==> config.mk <==
export PLATFORM = sky130hd
export DESIGN_NAME = vc_arb_table_sequencer
export DESIGN_NICKNAME = d
export VERILOG_FILES = /design/src/rtl/vc_arb_table_sequencer.sv
export SDC_FILE = /design/constraint.sdc
export NUM_CORES = 1
export LEC_CHECK = 0
export CAP_MARGIN = 20
export CORE_MARGIN = 2
export CORE_UTILIZATION = 52
export DETAILED_ROUTE_END_ITERATION = 10
export PLACE_DENSITY = 0.82
export SLEW_MARGIN = 15
export SYNTH_ARGS = -nofsm -noshare
export SYNTH_HDL_FRONTEND = slang
export SYNTH_SLANG_ARGS = --single-unit
==> constraint.sdc <==
create_clock -name clk -period 4.1 [get_ports clk]
set_input_delay 0.82 -clock clk [delete_from_list [all_inputs] [get_ports clk]]
set_output_delay 0.82 -clock clk [all_outputs]
set_load 0.01 [all_outputs]
==> src/rtl/vc_arb_table_sequencer.sv <==
// vc_arb_table_sequencer: walks a programmable VC arbitration table and issues valid/ready grants.
// Optional macro VC_ARB_WORK_CONSERVE_EN: idle table slots fall back to round-robin over requesting VCs.
module vc_arb_table_sequencer #(
  parameter  int unsigned NUM_VC = 4,
  parameter  int unsigned DEPTH  = 64,
  localparam int unsigned VC_W   = $clog2(NUM_VC),
  localparam int unsigned ADDR_W = $clog2(DEPTH)
) (
  input  logic                  clk,
  input  logic                  rst_n,
  input  logic                  enb,
  input  logic                  cfg_load,
  input  logic [DEPTH*VC_W-1:0] cfg_table,
  input  logic [NUM_VC-1:0]     vc_req,
  input  logic                  grant_ready,
  output logic                  grant_valid,
  output logic [VC_W-1:0]       grant_vc,
  output logic [ADDR_W-1:0]     grant_idx,
  output logic                  table_wrap
);

  typedef enum logic [0:0] {
    SLOT  = 1'b0,
    GRANT = 1'b1
  } state_e;

  localparam logic [ADDR_W-1:0] LAST_IDX = ADDR_W'(DEPTH - 1);

  state_e                     state_q, state_d;
  logic [DEPTH-1:0][VC_W-1:0] table_q, table_d;
  logic [ADDR_W-1:0]          ptr_q, ptr_d;
  logic                       grant_valid_q, grant_valid_d;
  logic [VC_W-1:0]            grant_vc_q, grant_vc_d;
  logic [ADDR_W-1:0]          grant_idx_q, grant_idx_d;
  logic                       table_wrap_q, table_wrap_d;

  logic [ADDR_W-1:0]          eval_idx;
  logic [VC_W-1:0]            eval_ch;
  logic                       sel_hit;
  logic [VC_W-1:0]            sel_ch;

`ifdef VC_ARB_WORK_CONSERVE_EN
  logic [VC_W-1:0]            rr_q, rr_d;
  logic                       fb_hit;
  logic [VC_W-1:0]            fb_ch;
  logic [VC_W-1:0]            fb_cand;
  logic                       sel_fb;
`endif

  // Slot under evaluation: current pointer, or the next one when a pending grant is being accepted.
  always_comb begin
    eval_idx = ptr_q;
    if (state_q == GRANT && grant_ready) begin
      eval_idx = ptr_q + ADDR_W'(1);
    end
    eval_ch = table_q[eval_idx];
    sel_hit = vc_req[eval_ch];
    sel_ch  = eval_ch;
`ifdef VC_ARB_WORK_CONSERVE_EN
    sel_fb  = 1'b0;
    fb_hit  = 1'b0;
    fb_ch   = '0;
    fb_cand = '0;
    for (int k = 0; k < int'(NUM_VC); k++) begin
      fb_cand = rr_q + VC_W'(k);
      if (!fb_hit && vc_req[fb_cand]) begin
        fb_hit = 1'b1;
        fb_ch  = fb_cand;
      end
    end
    if (!sel_hit && fb_hit) begin
      sel_hit = 1'b1;
      sel_ch  = fb_ch;
      sel_fb  = 1'b1;
    end
`endif
  end

  // Next-state and registered-output logic.
  always_comb begin
    state_d       = state_q;
    table_d       = table_q;
    ptr_d         = ptr_q;
    grant_valid_d = grant_valid_q;
    grant_vc_d    = grant_vc_q;
    grant_idx_d   = grant_idx_q;
    table_wrap_d  = table_wrap_q;
`ifdef VC_ARB_WORK_CONSERVE_EN
    rr_d          = rr_q;
`endif
    if (enb) begin
      table_wrap_d = 1'b0;
      if (cfg_load) begin
        table_d       = cfg_table;
        ptr_d         = '0;
        grant_valid_d = 1'b0;
        state_d       = SLOT;
      end else begin
        case (state_q)
          SLOT: begin
            if (sel_hit) begin
              grant_valid_d = 1'b1;
              grant_vc_d    = sel_ch;
              grant_idx_d   = eval_idx;
              state_d       = GRANT;
`ifdef VC_ARB_WORK_CONSERVE_EN
              if (sel_fb) rr_d = sel_ch + VC_W'(1);
`endif
            end else begin
              ptr_d        = ptr_q + ADDR_W'(1);
              table_wrap_d = (ptr_q == LAST_IDX);
            end
          end
          GRANT: begin
            if (grant_ready) begin
              ptr_d        = eval_idx;
              table_wrap_d = (ptr_q == LAST_IDX);
              if (sel_hit) begin
                grant_vc_d  = sel_ch;
                grant_idx_d = eval_idx;
`ifdef VC_ARB_WORK_CONSERVE_EN
                if (sel_fb) rr_d = sel_ch + VC_W'(1);
`endif
              end else begin
                grant_valid_d = 1'b0;
                state_d       = SLOT;
              end
            end
          end
          default: state_d = SLOT;
        endcase
      end
    end
  end

  // State registers; table resets to the identity pattern i mod NUM_VC.
  always_ff @(posedge clk or negedge rst_n) begin
    if (!rst_n) begin
      state_q       <= SLOT;
      ptr_q         <= '0;
      grant_valid_q <= 1'b0;
      grant_vc_q    <= '0;
      grant_idx_q   <= '0;
      table_wrap_q  <= 1'b0;
      for (int i = 0; i < int'(DEPTH); i++) begin
        table_q[i] <= VC_W'(i % int'(NUM_VC));
      end
`ifdef VC_ARB_WORK_CONSERVE_EN
      rr_q          <= '0;
`endif
    end else begin
      state_q       <= state_d;
      table_q       <= table_d;
      ptr_q         <= ptr_d;
      grant_valid_q <= grant_valid_d;
      grant_vc_q    <= grant_vc_d;
      grant_idx_q   <= grant_idx_d;
      table_wrap_q  <= table_wrap_d;
`ifdef VC_ARB_WORK_CONSERVE_EN
      rr_q          <= rr_d;
`endif
    end
  end

  assign grant_valid = grant_valid_q;
  assign grant_vc    = grant_vc_q;
  assign grant_idx   = grant_idx_q;
  assign table_wrap  = table_wrap_q;

endmodule

==> results.py <==
metrics = {
    "critical_path": {
        "path_cells": "clkdlybuf4s50_1 > buf_12 > a21bo_4 > nand2_8 > mux4_1 > mux2i_1 > o22ai_1 > a21oi_2 > mux2i_1 > o211a_2 > or3_4 > or2_0 > a221o_1",
        "crit_path_start_kind": "input pin",
        "crit_top_cell": "mux2i_1",
        "rrSetupSlack_ns": 0.35,
        "worst-setup-path-type": "in -> reg",
        "crit_required_ns": 4.41,
        "cp_max_fo": 17,
        "worstPathArrival_ns": 4.25,
        "endpoint_kind": "flip-flop",
        "max_stage_delay_ns": 0.57,
        "slowest_stage": "mux4_1",
    },
    "finish": {
        "layout.nets": 917,
        "syn2layout_area_growth_pct": 34.0,
        "drive_gt1_frac": 0.398,
        "layout_common_cells": "clkdlybuf4s50_1, mux2_2, dfrtp_1",
        "final_util": 0.705,
        "insertedDiodeCount": 0,
        "final_common_cell": "clkdlybuf4s50_1",
    },
    "detailed_routing": {
        "first_pass_iters": 5,
        "dr.first_iter.drc_count": 384,
        "drc_errors": 0,
        "ant_nets": 0,
        "vias_per_cell": 5.82,
        "routed.top_layer": "met4",
        "vias": 5676,
        "wl_per_cell_um": 20.2,
        "met1_length_um": 8240,
        "wl_met2_um": 10100,
        "dr_wl_met3_um": 1020,
        "totalWireLength_um": 19700,
    },
    "sta": {
        "fmax_mhz": 254,
        "finClkSkew_ns": 0.00622,
        "final_hold_viol_count": 0,
        "max_slew.worst_pin.slew_ns": 0.953,
        "timing.hold.ws_ns": 0.505,
        "finalMaxSlewViolations": 0,
        "finalSetupViolations": 0,
        "min_period_ns": 3.94,
        "slew_headroom": 0.365,
        "finalSetupTns_ns": 0,
        "min_period_over_period": 0.962,
    },
    "grt": {
        "grt-ovfl-total": 0,
        "grt_usage": 0.261,
        "grt_pass1_vias": 6011,
        "antenna_found_initial": 0,
        "grt_max_degree": 124,
        "grt_pass1_wl_um": 31900,
    },
    "synthesis": {
        "avgSynthCellArea_um2": 12.7,
        "synth.largest_area_cell": "dfrtp_1",
        "synth_cell_types": 67,
        "ys_ff_latch": 145,
        "netlist.area_leader.share": 0.268,
        "yosysWarnings": 0,
        "syn-cell-area_um2": 7560,
        "synthArstFlopShare": 1.00,
        "seq_area_frac_synth": 0.491,
        "synth_nets": 732,
        "synth.area.top_cells": "dfrtp_1, dfstp_2, mux2_2, mux2i_1, mux4_1",
        "synth_ff_type": "dfrtp_1",
        "synth-edff-count": 0,
        "synth_cells": 594,
    },
    "cts": {
        "clk_latency_ns": 0.42,
        "cts_made_buffers": 17,
        "cts_tree": "done",
        "cts_max_level": 4,
        "cts_buffer_depth": 2,
        "clkSlewWorstSetupHoldPaths_ns": 0.06,
        "numClockSinks": 145,
        "root_buffer": "clkbuf_16",
    },
    "power_and_ir_drop": {
        "vdd_drop_max_mv": 0.359,
        "leakage_uw": 0.00414,
        "p_per_area_nw_per_um2": 550,
        "power.total_uw": 5580,
    },
    "placed_design": {
        "io_buffers": 146,
        "routabilityCongestion": 0.914,
        "dp_hpwl_um": 14300,
    },
    "floorplan": {
        "top_level_ports": 147,
        "dieArea_um2": 15500,
        "row_count": 44,
        "die_width_um": 125,
        "fp.dieH_um": 125,
        "initial_core_util": 0.526,
        "coreArea_um2": 14400,
    },
    "flow_run": {
        "drv_cap": 0,
    },
    "status": {
        "outcome": "finished, final reports clean",
    },
    "hold_path": {
        "hp-class": "reg -> reg",
    },
}
## where the power goes
part           leakage, uW  internal, uW  switching, uW
registers          0.00165          1730            202
clock network     0.000283           861            642
logic              0.00220          1160            983
## state kept, by name (all words and copies together), names as in the netlist
signal and cells:
ptr_q 6, table_q 128, state_q 1, grant_idx 6, grant_valid 1, table_wrap 1, grant_vc 2
## logic make-up after synthesis
kind of cell,share of synthesized area
AO/OA/AOI/OAI,0.0993
XOR/XNOR,0.00579
adder cells (fa/ha/maj),0.00166
buffers and inverters,0.0316
flip-flops,0.491
multiplexers,0.298
AND/OR/NAND/NOR,0.0728
## path summary, 6_finish.rpt
path                        startpoint          end  cells after the start
max in group asynchronous        rst_n  table_q[30]                      2
min                         table_q[4]   table_q[4]                      1
min reg2reg                 table_q[4]   table_q[4]                      1
max reg2reg                   ptr_q[0]     ptr_q[3]                     12
min in group asynchronous        rst_n  table_q[33]                      1
max                        grant_ready     ptr_q[3]                     13
## what timing repair did
item                                   CTS  global route
setup endpoints to repair                0            10
hold buffers                             0             0
endpoints found under the hold margin    0             0
resized for setup                        0             1
setup buffers                            0             3
## critical path, delay by kind of cell
| family | cells | cell delay, ns |
|---|---|---|
| buffers and inverters | 2 | 0.62 |
| AO/OA/AOI/OAI | 5 | 1.15 |
| AND/OR/NAND/NOR | 3 | 0.73 |
| multiplexers | 3 | 0.90 |
## metrics by stage
stage / std cells / setup slack (ns) / area, um^2
after CTS: 973 / 0.153 / 10100
final: 976 / 0.157 / 10100
after global routing: 976 / -0.0122 / 10100
after detailed placement: 941 / -0.246 / 9530
after floorplan: 594 / 0.333 / 7560
after global placement: 941 / -0.211 / 9530
## final cells by class
cell class                 count  area, um^2
sequential                   145        3710
clock buffer                  19         443
multi-input combinational    401        3630
timing repair buffer         206        1970
inverter                       8        30.0
fill                         994        4240
clock inverter                13         124
tap                          184         230
## cells in the mapped netlist (all sizes together), types with 2 or more instances
cell type / number
a211o: 3
a211oi: 6
a21boi: 3
a21oi: 16
a221o: 2
a221oi: 10
a22o: 7
a22oi: 7
a31o: 2
a31oi: 3
a32oi: 2
and2: 2
and3: 4
and3b: 2
buf: 19
clkbuf: 21
dfrtp: 81
dfstp: 64
inv: 8
mux2: 141
mux2i: 29
mux4: 15
nand2: 44
nand3: 21
nand4: 4
nor2: 13
nor2b: 2
nor3: 5
o211a: 3
o211ai: 3
o21a: 3
o21ai: 15
o22ai: 6
or2: 2
or3: 5
xnor2: 3
xor2: 2
## layer usage
metal | vias to the layer above | track usage
li1 | 2605 | -
met1 | 2857 | 0.330
met2 | 189 | 0.449
met3 | 25 | 0.0584
met4 | 0 | 0.0813
met5 | - | 0
Power figures use the tool's default switching activity.
